==> src/rtl/umi_console_pkg.sv <==
// umi_console_pkg: shared constants for the UMI console bridge.
//   UMI_CMD_POSTED_WRITE : UMI opcode used for console traffic in both directions
//   UMI_PUTC_ADDR        : default host-side target for printed bytes
//   UMI_GETC_ADDR        : default device-side address that feeds the rx byte
package umi_console_pkg;

  localparam logic [4:0]  UMI_CMD_POSTED_WRITE = 5'h05;
  localparam logic [63:0] UMI_PUTC_ADDR        = 64'h0000_0000_0100_0000;
  localparam logic [63:0] UMI_GETC_ADDR        = 64'h0000_0000_0100_0008;

endpackage

==> src/rtl/umi_console_fifo.sv <==
// umi_console_fifo: DEPTH x WIDTH synchronous FIFO for the tx byte stream.
//   clk, nreset     : clock, async active-low reset (pointers only)
//   push, din       : write request / data (ignored while full)
//   pop, dout       : read request (ignored while empty) / head of queue
//   full, empty     : status
//   count           : entries currently stored (0..DEPTH)
module umi_console_fifo #(
  parameter int DEPTH = 16,
  parameter int WIDTH = 8,
  localparam int AW   = $clog2(DEPTH)
) (
  input  logic             clk,
  input  logic             nreset,
  input  logic             push,
  input  logic [WIDTH-1:0] din,
  input  logic             pop,
  output logic [WIDTH-1:0] dout,
  output logic             full,
  output logic             empty,
  output logic [AW:0]      count
);

  logic [DEPTH-1:0][WIDTH-1:0] mem;
  // Pointers carry one extra wrap bit so full and empty are distinguishable.
  logic [AW:0] wr_ptr, rd_ptr;
  logic        wr_en, rd_en;

  assign wr_en = push && !full;
  assign rd_en = pop && !empty;

  assign count = wr_ptr - rd_ptr;
  assign empty = (wr_ptr == rd_ptr);
  assign full  = (wr_ptr[AW] != rd_ptr[AW]) && (wr_ptr[AW-1:0] == rd_ptr[AW-1:0]);
  assign dout  = mem[rd_ptr[AW-1:0]];

  // Storage needs no reset; only the pointers define what is valid.
  always_ff @(posedge clk) begin
    if (wr_en) mem[wr_ptr[AW-1:0]] <= din;
  end

  always_ff @(posedge clk or negedge nreset) begin
    if (!nreset) begin
      wr_ptr <= '0;
      rd_ptr <= '0;
    end else begin
      if (wr_en) wr_ptr <= wr_ptr + 1'b1;
      if (rd_en) rd_ptr <= rd_ptr + 1'b1;
    end
  end

endmodule

==> src/rtl/umi_console.sv <==
// umi_console: byte console over UMI.
//   tx side  : tx_valid/tx_data/tx_ready push bytes into a DEPTH-entry FIFO;
//              tx_level reports FIFO occupancy (excludes the byte held in the
//              host request stage).
//   uhost_*  : registered UMI posted writes to PUTC_ADDR, one byte each in data[7:0].
//   udev_*   : incoming UMI requests; posted writes to GETC_ADDR load the rx byte,
//              anything else is accepted and dropped.
//   rx side  : rx_valid/rx_data/rx_ready single-entry received-byte register.
module umi_console
  import umi_console_pkg::*;
#(
  parameter int                    CMD_WIDTH  = 32,
  parameter int                    ADDR_WIDTH = 64,
  parameter int                    DATA_WIDTH = 128,
  parameter int                    DEPTH      = 16,
  parameter logic [ADDR_WIDTH-1:0] PUTC_ADDR  = ADDR_WIDTH'(UMI_PUTC_ADDR),
  parameter logic [ADDR_WIDTH-1:0] GETC_ADDR  = ADDR_WIDTH'(UMI_GETC_ADDR)
) (
  input  logic                    clk,
  input  logic                    nreset,
  // tx byte stream
  input  logic                    tx_valid,
  input  logic [7:0]              tx_data,
  output logic                    tx_ready,
  output logic [$clog2(DEPTH):0]  tx_level,
  // UMI host request
  output logic                    uhost_req_valid,
  output logic [CMD_WIDTH-1:0]    uhost_req_cmd,
  output logic [ADDR_WIDTH-1:0]   uhost_req_dstaddr,
  output logic [ADDR_WIDTH-1:0]   uhost_req_srcaddr,
  output logic [DATA_WIDTH-1:0]   uhost_req_data,
  input  logic                    uhost_req_ready,
  // UMI device request
  input  logic                    udev_req_valid,
  input  logic [CMD_WIDTH-1:0]    udev_req_cmd,
  input  logic [ADDR_WIDTH-1:0]   udev_req_dstaddr,
  input  logic [ADDR_WIDTH-1:0]   udev_req_srcaddr,
  input  logic [DATA_WIDTH-1:0]   udev_req_data,
  output logic                    udev_req_ready,
  // rx byte
  output logic                    rx_valid,
  output logic [7:0]              rx_data,
  input  logic                    rx_ready
);

  typedef struct packed {
    logic [CMD_WIDTH-1:0]  cmd;
    logic [ADDR_WIDTH-1:0] dstaddr;
    logic [ADDR_WIDTH-1:0] srcaddr;
    logic [DATA_WIDTH-1:0] data;
  } umi_req_t;

  // ---------------------------------------------------------------- tx FIFO
  logic       fifo_full, fifo_empty, load;
  logic [7:0] fifo_dout;

  assign tx_ready = !fifo_full;

  umi_console_fifo #(.DEPTH(DEPTH), .WIDTH(8)) u_fifo (
    .clk    (clk),
    .nreset (nreset),
    .push   (tx_valid && tx_ready),
    .din    (tx_data),
    .pop    (load),
    .dout   (fifo_dout),
    .full   (fifo_full),
    .empty  (fifo_empty),
    .count  (tx_level)
  );

  // ------------------------------------------------------ host request stage
  // Refill whenever the stage is free or being drained this cycle, so a
  // continuously ready host sees one request per cycle. uhost_req_ready only
  // reaches registers, never uhost_req_valid directly.
  umi_req_t host_q, host_d;
  logic     host_vld;

  assign load = (!host_vld || uhost_req_ready) && !fifo_empty;

  always_comb begin
    host_d         = '0;
    host_d.cmd     = CMD_WIDTH'(UMI_CMD_POSTED_WRITE);
    host_d.dstaddr = PUTC_ADDR;
    host_d.data    = DATA_WIDTH'(fifo_dout);
  end

  always_ff @(posedge clk or negedge nreset) begin
    if (!nreset) begin
      host_vld <= 1'b0;
      host_q   <= '0;
    end else if (load) begin
      host_vld <= 1'b1;
      host_q   <= host_d;
    end else if (uhost_req_ready) begin
      host_vld <= 1'b0;
    end
  end

  assign uhost_req_valid   = host_vld;
  assign uhost_req_cmd     = host_q.cmd;
  assign uhost_req_dstaddr = host_q.dstaddr;
  assign uhost_req_srcaddr = host_q.srcaddr;
  assign uhost_req_data    = host_q.data;

  // ------------------------------------------------------------- rx capture
  logic dev_acc, dev_hit;

  assign udev_req_ready = !rx_valid || rx_ready;
  assign dev_acc        = udev_req_valid && udev_req_ready;
  assign dev_hit        = dev_acc &&
                          (udev_req_cmd[4:0] == UMI_CMD_POSTED_WRITE) &&
                          (udev_req_dstaddr == GETC_ADDR);

  // A hit in the same cycle the consumer drains simply replaces the byte.
  always_ff @(posedge clk or negedge nreset) begin
    if (!nreset) begin
      rx_valid <= 1'b0;
      rx_data  <= '0;
    end else if (dev_hit) begin
      rx_valid <= 1'b1;
      rx_data  <= udev_req_data[7:0];
    end else if (rx_valid && rx_ready) begin
      rx_valid <= 1'b0;
    end
  end

  // Device request fields that carry no meaning for the console.
  logic unused_dev;
  assign unused_dev = ^{udev_req_srcaddr, udev_req_cmd[CMD_WIDTH-1:5],
                        udev_req_data[DATA_WIDTH-1:8]};

endmodule

==> config.mk <==
export PLATFORM = sky130hd
export DESIGN_NAME = umi_console
export DESIGN_NICKNAME = d
export VERILOG_FILES = /design/src/rtl/umi_console_pkg.sv /design/src/rtl/umi_console_fifo.sv /design/src/rtl/umi_console.sv
export SDC_FILE = /design/constraint.sdc
export NUM_CORES = 1
export LEC_CHECK = 0
export CORE_AREA = 2 2 239 241
export CTS_BUF_LIST = sky130_fd_sc_hd__clkbuf_16
export DETAILED_ROUTE_END_ITERATION = 10
export DIE_AREA = 0 0 241 243
export GPL_ROUTABILITY_DRIVEN = 0
export HOLD_SLACK_MARGIN = 0.12
export SLEW_MARGIN = 20
export SYNTH_ARGS = -nofsm -noshare
export SYNTH_HDL_FRONTEND = slang
export SYNTH_SLANG_ARGS = --single-unit
==> constraint.sdc <==
create_clock -name clk -period 5.43 [get_ports clk]
set_input_delay 0.8145 -clock clk [delete_from_list [all_inputs] [get_ports clk]]
set_output_delay 0.8145 -clock clk [all_outputs]
set_load 0.01 [all_outputs]
**Word level (Yosys, flattened, before mapping)**

Cells that the tools add are included.

- $add $sub $neg: 3
- $lt $le $gt $ge: 3
- Equal/unequal tests: 5
- Muxes and demuxes: 9
- Reduce and logical (&&, ||, !) cells: 18

Operators by type and width:

| cell | number |
|---|---|
| 128-bit bitwise mux | 1 |
| 64-bit by 25-bit == test with 1-bit output, second input constant | 1 |
| 8-bit binary-select mux with 4-bit select | 1 |
| 8-bit demux with 4-bit select | 1 |
| 8-bit 2-to-1 mux | 2 |
| 5-bit by 1-bit adder with 5-bit output, second input constant | 2 |
| 1-bit logical AND | 10 |
| 4-bit by 5-bit less-than comparator with 1-bit output, second input constant | 2 |
| 5-bit by 3-bit == test with 1-bit output, second input constant | 1 |
| 5-bit == test | 1 |
| 5-bit subtractor | 1 |
| 4-bit == test | 1 |
| 4-bit by 1-bit greater-or-equal comparator with 1-bit output, second input constant | 1 |
| 1-bit zero test | 4 |
| 1-bit 2-to-1 mux | 4 |
| 2-bit nonzero test | 2 |
| 1-bit logical OR | 2 |
| 1-bit inequality test | 1 |

- Bits in registers: 158
- Bits of input ports: 302

**Longest topological paths before layout**

Gate-level depths: netlist of the first run.

- Depth in word-level cells: 6
- Gate-level depth with buffers: 11

**Hierarchy**

Synthesis of the first run repeated with hierarchy kept, for this count alone.

- Cells, all modules: 650
- Area total of the unflattened synthesis: 8,693.3 um^2

Modules (own cells, without submodules):

| module | instances | cells an instance | area each (um^2) | sequential area each (um^2) |
|---|---|---|---|---|
| umi_console_fifo | 1 | 300 | 5,690.5 | 4,093.9 |
| umi_console | 1 | 350 | 3,002.9 | 475.5 |

**Worst setup path after synthesis of the first run**

No wires, ideal clock.

- Path kind: flip-flop to flip-flop
- Start point: register u_fifo.rd_ptr[1]
- End point: register u_fifo.mem[24] (netlist name), enable pin
- Setup time: 0.383 ns
- Arrival time: 3.017 ns
- Data required time: 5.047 ns
- Path slack: 2.029 ns
- Cell stages (with the launch flop): 12
- Path buffers: 4
- Clock period less this slack: 3.401 ns
- Cells stage by stage: dfrtp_1 clkbuf_1 buf_2 buf_1 inv_1 ha_1 and4_1 nand2_1 and2_1 clkbuf_1 nand2_1 nor3_1

- Cells in the longest elaborated chain, start to end: 5

RTL lines:

| what | line | RTL |
|---|---|---|
| from (decl) | umi_console_fifo.sv:25 | `logic [AW:0] wr_ptr, rd_ptr;` |
| from (signal assigned) | umi_console_fifo.sv:47 | `if (rd_en) rd_ptr <= rd_ptr + 1'b1;` |
| 4-bit == test (*) | umi_console_fifo.sv:33 | `assign full = (wr_ptr[AW] != rd_ptr[AW]) && (wr_ptr[AW-1:0] == rd_ptr[AW-1:0]);` |
| 1-bit logical AND (*) | umi_console_fifo.sv:33 |  |
| 1-bit zero test (*) | umi_console.sv:57 | `assign tx_ready = !fifo_full;` |
| net tx_ready | umi_console.sv:24 | `output logic tx_ready,` |
| 1-bit logical AND | umi_console.sv:62 | `.push (tx_valid && tx_ready),` |
| 1-bit logical AND (*) | umi_console_fifo.sv:28 | `assign wr_en = push && !full;` |
| to (signal, indexed assignment) | umi_console_fifo.sv:38 | `if (wr_en) mem[wr_ptr[AW-1:0]] <= din;` |
| to (decl) | umi_console_fifo.sv:23 | `logic [DEPTH-1:0][WIDTH-1:0] mem;` |

Mark *: on every way through the listed nets, which the timed path passes. The rest lies on a longest branch.
A chain may end at the register's enable or synchronous reset.

**Final worst setup path of the first run**

- Start point: register u_fifo.rd_ptr[2]
- End point: output tx_level[4]

- Cells in the longest elaborated chain, start to end: 1

RTL lines:

| what | line | RTL |
|---|---|---|
| 5-bit subtractor | umi_console_fifo.sv:31 | `assign count = wr_ptr - rd_ptr;` |
| to (decl) | umi_console.sv:25 | `output logic [$clog2(DEPTH):0] tx_level,` |

Every way passes these cells.

==> results of run 1 <==
## state kept, by name (all words and copies together), names as in the netlist
register and count:
rx_data 8, u_fifo.rd_ptr 5, uhost_req_valid 1, uhost_req_data 8, uhost_req_dstaddr 1, rx_valid 1, u_fifo.wr_ptr 5, u_fifo.mem 128
## worst register-to-register path, stage by stage (launching register included)
cell and delay [ps]:
dfrtp_1 710, inv_2 260, ha_1 400, and4_1 220, nand2_1 80, and2_1 320, nand2_1 220, nor3_2 720
## kinds of logic (layout without fill, tap and decap cells)
| kind of cell | after synthesis | count (layout) |
|---|---|---|
| adder cells (fa/ha/maj) | 10 | 10 |
| XOR/XNOR | 12 | 12 |
| AO/OA/AOI/OAI | 24 | 24 |
| AND/OR/NAND/NOR | 95 | 95 |
| other | 1 | 278 |
| flip-flops | 157 | 157 |
| buffers and inverters | 307 | 167 |
| multiplexers | 40 | 40 |
## cells in the final DEF (no fill, tap or decap), drive strengths merged, types with 5 or more instances in the layout
master | netlist | final
nor4 | 14 | 14
nand2 | 35 | 35
clkdlybuf4s50 | 0 | 117
a21oi | 11 | 11
xnor2 | 9 | 9
inv | 12 | 21
a222oi | 8 | 8
nor2 | 22 | 22
nand4 | 7 | 7
clkbuf | 8 | 17
buf | 287 | 6
mux2 | 8 | 8
edfxtp | 128 | 128
mux4 | 32 | 32
dfrtp | 29 | 29
nor3 | 5 | 5
conb | 1 | 277
ha | 9 | 9
## how the worst min path moves through the flow
stage	startpoint	end	slack [ps]	depth (start not counted)
finish	nreset	uhost_req_data[4]	490	1
global route	u_fifo.rd_ptr[0]	u_fifo.rd_ptr[0]	500	1
CTS	u_fifo.rd_ptr[3]	u_fifo.rd_ptr[3]	490	1
detailed placement	u_fifo.rd_ptr[3]	u_fifo.rd_ptr[3]	470	1
global placement	u_fifo.rd_ptr[3]	u_fifo.rd_ptr[3]	460	1
floorplan	u_fifo.rd_ptr[3]	u_fifo.rd_ptr[3]	450	1
## cells in the mapped netlist
cell | n | area, µm²
inv_2 | 1 | 3.75
buf_2 | 4 | 20.0
nand2_1 | 35 | 131
a222oi_1 | 8 | 80.1
or2_2 | 1 | 6.26
or4_4 | 1 | 11.3
nor2b_1 | 1 | 6.26
nand3_1 | 1 | 5.00
nand2b_1 | 2 | 12.5
inv_1 | 11 | 41.3
a21o_1 | 2 | 15.0
buf_1 | 2 | 7.51
nor2_1 | 22 | 82.6
nor3_1 | 5 | 25.0
conb_1 | 1 | 3.75
buf_6 | 1 | 11.3
clkbuf_1 | 8 | 30.0
and2_1 | 1 | 6.26
or2b_2 | 1 | 8.76
buf_4 | 280 | 2100
nand4_1 | 7 | 43.8
xnor2_1 | 9 | 78.8
mux2_4 | 8 | 120
fa_1 | 1 | 20.0
xor2_1 | 3 | 26.3
and4_1 | 2 | 17.5
nor4bb_1 | 1 | 10.0
edfxtp_1 | 128 | 3840
nor4b_1 | 1 | 8.76
a21oi_1 | 11 | 55.1
dfrtp_1 | 29 | 726
mux4_2 | 32 | 721
o21ai_0 | 3 | 15.0
nor4_1 | 14 | 87.6
ha_1 | 9 | 113
## layer usage
layer / wire length (µm) / global-route usage [%] / vias to the layer above
met4: 116 / 1.20 / 0
met5: 0 / 0 / -
met3: 1450 / 1.80 / 11
met2: 9030 / 10.3 / 248
li1: - / - / 1974
met1: 7570 / 7.23 / 2148
## power breakdown
part | internal, W | leakage [nW] | switching (W)
clock network | 0.000741 | 0.306 | 0.000552
registers | 0.00148 | 1.51 | 0.000105
logic | 0.000666 | 2.06 | 0.000776
total | 0.00288 | 3.87 | 0.00143
## stage by stage
step	instance area, µm²	hold WS [ps]	worst slack (ps)
4_1_cts	10200	489	1660
2_1_floorplan	9530	446	2030
3_3_place_gp	9540	462	1520
5_1_grt	10200	501	1540
3_5_place_dp	9540	466	1500
6_report	10200	487	1730
## cell type report
cell class | instances | area, µm² | share of cell area [%]
tap | 756 | 946 | 9.31
antenna | 1 | 2.50 | 0.0246
inverter | 12 | 45.0 | 0.443
sequential | 157 | 4570 | 45.0
timing repair buffer | 123 | 1210 | 11.9
clock buffer | 17 | 425 | 4.19
multi-input combinational | 458 | 2760 | 27.2
clock inverter | 15 | 195 | 1.92
==> impl_metrics.env, run 1 <==
export IMPL_vias=4381
export IMPL_cts_buffers_inserted=17
export IMPL_dp_hpwl_um=13300
export IMPL_cp_slowest_cell="dfrtp_1"
export IMPL_cp_num_cells=6
export IMPL_final_core_util_pct=18.2
export IMPL_ys_types=35
export IMPL_worst_path_largest_cell_delay_ps=710
export IMPL_rr_endpoint="u_fifo.mem[11]"
export IMPL_ys_warn_count=0
export IMPL_synth_compound_area_share_pct=1.94
export IMPL_post_route_period_util_pct=68.2
export IMPL_rows=87
export IMPL_syn_area_um2=8500
export IMPL_grt_ovfl_total=0
export IMPL_io_pins=607
export IMPL_tightest_slew_ps=993
export IMPL_setup_viol=0
export IMPL_grt_pass1_wl_um=25500
export IMPL_die_area_um2=58600
export IMPL_cp_max_fo=12
export IMPL_core_um2=56000
export IMPL_synth_seq_area_share_pct=53.8
export IMPL_synth_xor_area_share_pct=1.24
export IMPL_status="finished, final reports clean"
export IMPL_reg2reg_setup_slack_ps=2110
export IMPL_crit_path_end_kind="output port"
export IMPL_root_buffer="clkbuf_16"
export IMPL_required_ps=4620
export IMPL_synth_adder_area_share_pct=1.56
export IMPL_port_buffers=118
export IMPL_drt_iter0_drc=187
export IMPL_grt_max_degree=37
export IMPL_dr_pass1_iters=5
export IMPL_critPathKind="flip-flop to output port"
export IMPL_power_leakage_nw=3.87
export IMPL_maxCapViolCount=0
export IMPL_crit_buf_inv=2
export IMPL_synth_seq_cells=157
export IMPL_grt_antenna_before_repair=0
export IMPL_maxSlewHeadroom_pct=33.8
export IMPL_crit_start="u_fifo.rd_ptr[2]"
export IMPL_placed_cells=1506
export IMPL_grt_pass1_vias=4160
export IMPL_avgSynthCellArea_um2=13.2
export IMPL_peakVddDrop_uv=428
export IMPL_startpoint_type="flip-flop"
export IMPL_start_util_pct=15.2
export IMPL_cts_sinks=157
export IMPL_finalPower_w=0.00432
export IMPL_slew_viol_final=0
export IMPL_die_w_um=241
export IMPL_critical_path_arrival_ps=2890
export IMPL_hold_class="input port to async pin"
export IMPL_clk_pin_slew_ps=70
export IMPL_synth_mux_area_share_pct=9.90
export IMPL_power_density_nw_per_um2=425
export IMPL_fill_cells=6083
export IMPL_clk_latency_ps=440
export IMPL_finalClockSkew_ps=13.9
export IMPL_rsz0062_at_grt="false"
export IMPL_synthSimpleGateAreaFrac_pct=5.45
export IMPL_setup_tns_final_ps=0
export IMPL_ff2ff_path_depth=7
export IMPL_max_freq_mhz=270
export IMPL_htreeDepth=4
export IMPL_fin_nets=1081
export IMPL_post_route_drc_count=0
export IMPL_syn_to_final_growth_pct=19.6
export IMPL_cts_tree="built"
export IMPL_dieHeight_um=243
export IMPL_crit_end="tx_level[4]"
export IMPL_post_cts_buffers=0
export IMPL_cts_buffer_depth=2
export IMPL_wl_um=18200
export IMPL_period_needed_ps=3700
export IMPL_syn_inst=646
export IMPL_final_cells=1539
export IMPL_hold_buffers=0
export IMPL_final_hold_violation_count=0
export IMPL_crit_chain="inv_2, ha_1, a21o_1, a21oi_1, xor2_1, clkdlybuf4s50_1"
export IMPL_crit_family="buffers and inverters"
export IMPL_vias_per_cell=2.85
export IMPL_drive_above_1_share_pct=10.9
export IMPL_route_antenna_remaining_nets=0
export IMPL_grtUsageTotal_pct=5.95
export IMPL_wire_per_inst_um=11.8
export IMPL_cts_resized=0
export IMPL_synth_top_family_by_area="buffers and inverters"
export IMPL_worstReg2RegStart="u_fifo.rd_ptr[2]"
(Power assumes the default switching activity.)
==> run 2, diff against run 1 <==
--- a/config.mk
+++ b/config.mk
@@ -5,10 +5,10 @@
 export SDC_FILE = /design/constraint.sdc
 export NUM_CORES = 1
 export LEC_CHECK = 0
-export CORE_AREA = 2 2 239 241
+export CORE_AREA = 2 2 236 238
 export CTS_BUF_LIST = sky130_fd_sc_hd__clkbuf_16
 export DETAILED_ROUTE_END_ITERATION = 10
-export DIE_AREA = 0 0 241 243
+export DIE_AREA = 0 0 238 240
 export GPL_ROUTABILITY_DRIVEN = 0
 export HOLD_SLACK_MARGIN = 0.12
 export SLEW_MARGIN = 20
==> constraint.sdc (replaced) <==
create_clock -name clk -period 3.1 [get_ports clk]
set_input_delay 0.465 -clock clk [delete_from_list [all_inputs] [get_ports clk]]
set_output_delay 0.465 -clock clk [all_outputs]
set_load 0.01 [all_outputs]
==> run 2 against run 1 <==
Compared with the run above: setup slack worse by 1500 ps; worst hold slack lost 340 ps; clock power grew 68%; sequential power increased by 73%; die area decreased by 2.5%; critical path depth decreased by 1; sequential share of layout area down 0.24 points; largest power group is now combinational cells.
==> impl_metrics.env, run 2 (same netlist as run 1, synthesis figures left out) <==
export IMPL_io_pins=607
export IMPL_startpoint_type="flip-flop"
export IMPL_dieHeight_um=240
export IMPL_grtUsageTotal_pct=6.13
export IMPL_setup_viol=0
export IMPL_p_sw_w=0.00262
export IMPL_drt_iter0_drc=289
export IMPL_grt_antenna_before_repair=0
export IMPL_post_cts_buffers=0
export IMPL_place_ws_ps=294
export IMPL_hold_buffers=0
export IMPL_cp_max_fo=4
export IMPL_power_density_nw_per_um2=756
export IMPL_rsz0062_at_grt="false"
export IMPL_worst_path_largest_cell_delay_ps=600
export IMPL_power_leakage_nw=3.96
export IMPL_cts_buffers_inserted=17
export IMPL_crit_path_end_kind="output port"
export IMPL_comb_power_share_pct=36.6
export IMPL_critPathKind="flip-flop to output port"
export IMPL_wire_per_inst_um=12.3
export IMPL_sw_frac_of_total_pct=33.9
export IMPL_die_w_um=238
export IMPL_clk_pin_slew_ps=70
export IMPL_htreeDepth=4
export IMPL_final_hold_violation_count=0
export IMPL_finalClockSkew_ps=13.5
export IMPL_grt_pass1_wl_um=25300
export IMPL_wl_um=18600
export IMPL_max_freq_mhz=346
export IMPL_hold_class="input port to async pin"
export IMPL_clk_latency_ps=440
export IMPL_dp_hpwl_um=13100
export IMPL_layout_common_cells="277 x conb_1, 128 x edfxtp_1, 116 x clkdlybuf4s50_1"
export IMPL_critical_path_arrival_ps=2430
export IMPL_required_ps=2630
export IMPL_finalPower_w=0.00772
export IMPL_status="finished, final reports clean"
export IMPL_start_util_pct=15.5
export IMPL_slew_viol_final=0
export IMPL_seqPwrFrac_pct=35.3
export IMPL_post_route_drc_count=0
export IMPL_maxSlewHeadroom_pct=39.5
export IMPL_rows=86
export IMPL_core_um2=54700
export IMPL_crit_chain="inv_2, ha_2, fa_1, xnor2_1, clkdlybuf4s50_1"
export IMPL_cts_buffer_depth=2
export IMPL_cp_slowest_cell="clkdlybuf4s50_1"
export IMPL_post_route_period_util_pct=93.3
export IMPL_largest_reg_flops=128
export IMPL_vias=4473
export IMPL_crit_family="buffers and inverters"
export IMPL_crit_buf_inv=2
export IMPL_grt_ovfl_total=0
export IMPL_dr_pass1_iters=5
export IMPL_vias_per_cell=2.98
export IMPL_clock_power_share_pct=28.1
export IMPL_drive_above_1_share_pct=13.3
export IMPL_final_common_cell="conb_1"
export IMPL_route_antenna_remaining_nets=0
export IMPL_peakVddDrop_uv=617
export IMPL_period_needed_ps=2890
export IMPL_cts_tree="built"
export IMPL_intPower_w=0.00511
export IMPL_grt_pass1_vias=4168
export IMPL_grt_max_degree=36
export IMPL_maxCapViolCount=0
export IMPL_syn_to_final_growth_pct=20.2
export IMPL_root_buffer="clkbuf_16"
export IMPL_port_buffers=118
export IMPL_fin_ws_ps=207
export IMPL_fin_nets=1098
export IMPL_antenna_cells=0
export IMPL_die_area_um2=57100
export IMPL_tightest_slew_ps=905
export IMPL_cts_sinks=157
-- run 2: cell count changes in the layout (fill, tap and decap cells not counted), moves of 2 or more --
| cell | before | now |
|---|---|---|
| inv_6 | 7 | 3 |
| buf_4 | 5 | 22 |
| clkinv_2 | 0 | 2 |
| nor2_1 | 22 | 19 |
| nor3_1 | 3 | 1 |
| nor3_2 | 2 | 4 |
| nor2_2 | 0 | 3 |
-- run 2: what timing repair did --
action,in CTS,in global routing
resized for setup,3,0
hold endpoints to repair,0,0
setup endpoints to repair,1,0
-- run 2: worst register-to-register path: stages (launching register included) --
cell	delay, ps
dfrtp_1	590
ha_1	350
and4_1	200
nand2_1	140
and2_1	330
nand4_1	210
inv_1	360
-- run 2: final timing paths --
check / from / end / slack (ps) / cells after the start
worst max-delay path: u_fifo.wr_ptr[0] / tx_level[2] / 210 / 5
worst min-delay path: nreset / u_fifo.rd_ptr[0] / 140 / 1
worst max register to register: u_fifo.wr_ptr[3] / u_fifo.mem[125] / 570 / 6
min in group clk: u_fifo.rd_ptr[3] / u_fifo.rd_ptr[3] / 480 / 1
worst min register to register: u_fifo.rd_ptr[3] / u_fifo.rd_ptr[3] / 480 / 1
max in group asynchronous: nreset / u_fifo.rd_ptr[0] / 2360 / 1
-- run 2: metal layers --
metal  GRT usage [%]  routed length, µm  up-vias  part of all wire [%]
li1                -                  -     2001                     -
met1            7.19               7140     2179                    38
met2            10.7               9430      275                    51
met3            1.80               1690       18                   9.1
met4            2.12                291        0                   1.6
met5               0                  0        -                     0
-- run 2: final cells by class --
class	count	area [µm²]
tap	704	881
clock inverter	15	170
clock buffer	17	425
inverter	12	45.0
fill	5919	44500
timing repair buffer	140	1340
multi-input combinational	458	2780
sequential	157	4570
-- run 2: through the flow --
step	hold slack (ps)	instances	instance area, µm²	util [%]	TNS, ps
after global placement	465	1471	9620	17.6	0
after detailed placement	463	1471	9620	17.6	0
after floorplan	169	922	9560	-	-6980
after CTS	162	1503	10200	18.7	0
final	145	1503	10200	18.7	0
after global routing	204	1503	10200	18.7	0
-- run 2: power by group through the flow --
stage | combinational (W) | clock (W) | sequential [W]
2_1_floorplan | 0.00193 | 0 | 0.00275
3_3_place_gp | 0.00288 | 0 | 0.00275
3_5_place_dp | 0.00288 | 0 | 0.00277
4_1_cts | 0.00289 | 0.00224 | 0.00273
5_1_grt | 0.00312 | 0.00232 | 0.00276
6_report | 0.00283 | 0.00217 | 0.00273
==> run 3, diff against run 2 <==
--- a/config.mk
+++ b/config.mk
@@ -5,12 +5,13 @@
 export SDC_FILE = /design/constraint.sdc
 export NUM_CORES = 1
 export LEC_CHECK = 0
-export CORE_AREA = 2 2 236 238
+export CORE_AREA = 2 2 239 241
 export CTS_BUF_LIST = sky130_fd_sc_hd__clkbuf_16
 export DETAILED_ROUTE_END_ITERATION = 10
-export DIE_AREA = 0 0 238 240
+export DIE_AREA = 0 0 241 243
 export GPL_ROUTABILITY_DRIVEN = 0
 export HOLD_SLACK_MARGIN = 0.12
+export SETUP_SLACK_MARGIN = 0.5
 export SLEW_MARGIN = 20
 export SYNTH_ARGS = -nofsm -noshare
 export SYNTH_HDL_FRONTEND = slang
==> constraint.sdc (replaced) <==
create_clock -name clk -period 3.61 [get_ports clk]
set_input_delay 0.5415 -clock clk [delete_from_list [all_inputs] [get_ports clk]]
set_output_delay 0.5415 -clock clk [all_outputs]
set_load 0.01 [all_outputs]
==> run 3 against run 2 <==
Compared with the run above: non-clock buffer count fell by 4; highest routed layer unchanged; via count down 1.2%; clock skew is 2.4 ps lower; cell area hardly changed; clock-buffer cell count stayed put; critical path depth is the same; sequential power down 13%; setup slack gained 580 ps; flip-flop and latch count unchanged; clock power is 21% lower; power shrank 18%; utilization decreased by 0.43 points; largest cell class unchanged.
==> impl_metrics.env, run 3 (same netlist as run 1, synthesis figures left out) <==
export IMPL_status="finished, final reports clean"
export IMPL_grtUsageTotal_pct=5.95
export IMPL_setup_tns_final_ps=0
export IMPL_io_pins=607
export IMPL_die_w_um=241
export IMPL_dieHeight_um=243
export IMPL_cts_buffer_depth=2
export IMPL_dp_hpwl_um=13200
export IMPL_tightest_slew_ps=829
export IMPL_required_ps=3070
export IMPL_cts_sinks=157
export IMPL_startpoint_type="flip-flop"
export IMPL_place_ws_ps=495
export IMPL_period_needed_ps=2820
export IMPL_grt_pass1_vias=4231
export IMPL_route_antenna_remaining_nets=0
export IMPL_syn_to_final_growth_pct=20.2
export IMPL_crit_start="u_fifo.wr_ptr[0]"
export IMPL_rsz0062_at_grt="false"
export IMPL_clk_pin_slew_ps=60
export IMPL_final_hold_violation_count=0
export IMPL_slew_viol_final=0
export IMPL_fin_nets=1094
export IMPL_root_buffer="clkbuf_16"
export IMPL_cts_buffers_inserted=17
export IMPL_power_leakage_nw=3.92
export IMPL_power_density_nw_per_um2=622
export IMPL_antenna_cells=0
export IMPL_core_um2=56000
export IMPL_grt_pass1_wl_um=25300
export IMPL_max_freq_mhz=354
export IMPL_critical_path_arrival_ps=2280
export IMPL_start_util_pct=15.2
export IMPL_setup_viol=0
export IMPL_post_route_period_util_pct=78.2
export IMPL_reg2reg_setup_slack_ps=1010
export IMPL_maxCapViolCount=0
export IMPL_clk_latency_ps=430
export IMPL_crit_end="tx_level[2]"
export IMPL_rows=87
export IMPL_finalPower_w=0.00636
export IMPL_wire_per_inst_um=11.7
export IMPL_drt_iter0_drc=199
export IMPL_wl_um=18100
export IMPL_largest_reg_flops=128
export IMPL_grt_max_degree=36
export IMPL_fill_cells=6103
export IMPL_drive_above_1_share_pct=12.7
export IMPL_hold_class="input port to async pin"
export IMPL_maxSlewHeadroom_pct=44.7
export IMPL_final_common_cell="conb_1"
export IMPL_fin_ws_ps=788
export IMPL_htreeDepth=4
export IMPL_worstReg2RegStart="u_fifo.wr_ptr[3]"
export IMPL_vias_per_cell=2.85
export IMPL_vias=4420
export IMPL_rr_endpoint="u_fifo.mem[103]"
export IMPL_cp_max_fo=4
export IMPL_die_area_um2=58600
export IMPL_cts_tree="built"
export IMPL_peakVddDrop_uv=675
export IMPL_port_buffers=118
export IMPL_grt_ovfl_total=0
export IMPL_finalClockSkew_ps=11.1
export IMPL_post_route_drc_count=0
export IMPL_crit_path_end_kind="output port"
export IMPL_critPathKind="flip-flop to output port"
export IMPL_dr_pass1_iters=5
export IMPL_ff2ff_path_depth=6
export IMPL_grt_antenna_before_repair=0
export IMPL_layout_common_cells="277 x conb_1, 128 x edfxtp_1, 116 x clkdlybuf4s50_1"
[run 3: changes by cell type in the layout (fill, tap and decap cells not counted), sizes merged]
cell          previous run  this run
clkinvlp                 0         2
buf                     23        19
clkinv                   6         7
inv                     18        16
bufinv                   3         2
dlygate4sd2              1         0
dlymetal6s2s             0         1
[run 3: what timing repair did]
action / in CTS / in global routing
buffers inserted: 0 / 0
gates resized for setup: 0 / 3
setup endpoints to repair: 0 / 1
hold buffers: 0 / 0
[run 3: layout make-up]
type / count / area (µm²) / share of cell area, %
inverters: 12 / 45.0 / 0.441
well taps: 756 / 946 / 9.26
clock inverters: 15 / 135 / 1.32
repair buffers: 136 / 1310 / 12.9
flip-flops and latches: 157 / 4570 / 44.8
multi-input cells: 458 / 2780 / 27.2
clock buffers: 17 / 425 / 4.16
[run 3: metal layers]
metal	up-vias	wire length, µm	track usage, %
met4	0	184	1.74
met1	2151	6940	6.52
met2	262	9560	11.1
met3	14	1410	1.57
met5	-	0	0
li1	1993	-	-
[run 3: worst max-delay path, stage by stage, from the launching register on]
cell,delay [ps]
dfrtp_1,420
inv_2,90
ha_1,210
fa_1,400
xnor2_1,180
clkdlybuf4s50_1,560
[run 3: how the worst min path moves through the flow]
stage,startpoint,to,slack [ps],cells after the start
after floorplan,nreset,rx_data[0],250,0
after global placement,u_fifo.rd_ptr[3],u_fifo.rd_ptr[3],460,1
after detailed placement,u_fifo.rd_ptr[3],u_fifo.rd_ptr[3],470,1
after CTS,nreset,uhost_req_data[1],240,1
after global routing,nreset,uhost_req_data[1],280,1
final,nreset,uhost_req_data[1],210,1
[run 3: through the flow]
stage	instances	hold slack [ps]	util [%]	area, µm²
floorplan	922	246	-	9560
global placement	1519	465	17.2	9650
detailed placement	1519	472	17.2	9650
CTS	1551	244	18.2	10200
global route	1551	284	18.3	10200
finish	1551	208	18.3	10200
[run 3: where the power goes]
group | total, W | switching (W) | internal, W
Sequential | 0.00237 | 0.000145 | 0.00222
Clock | 0.00172 | 0.000719 | 0.00100
Combinational | 0.00227 | 0.00123 | 0.00104
Total | 0.00636 | 0.00209 | 0.00426
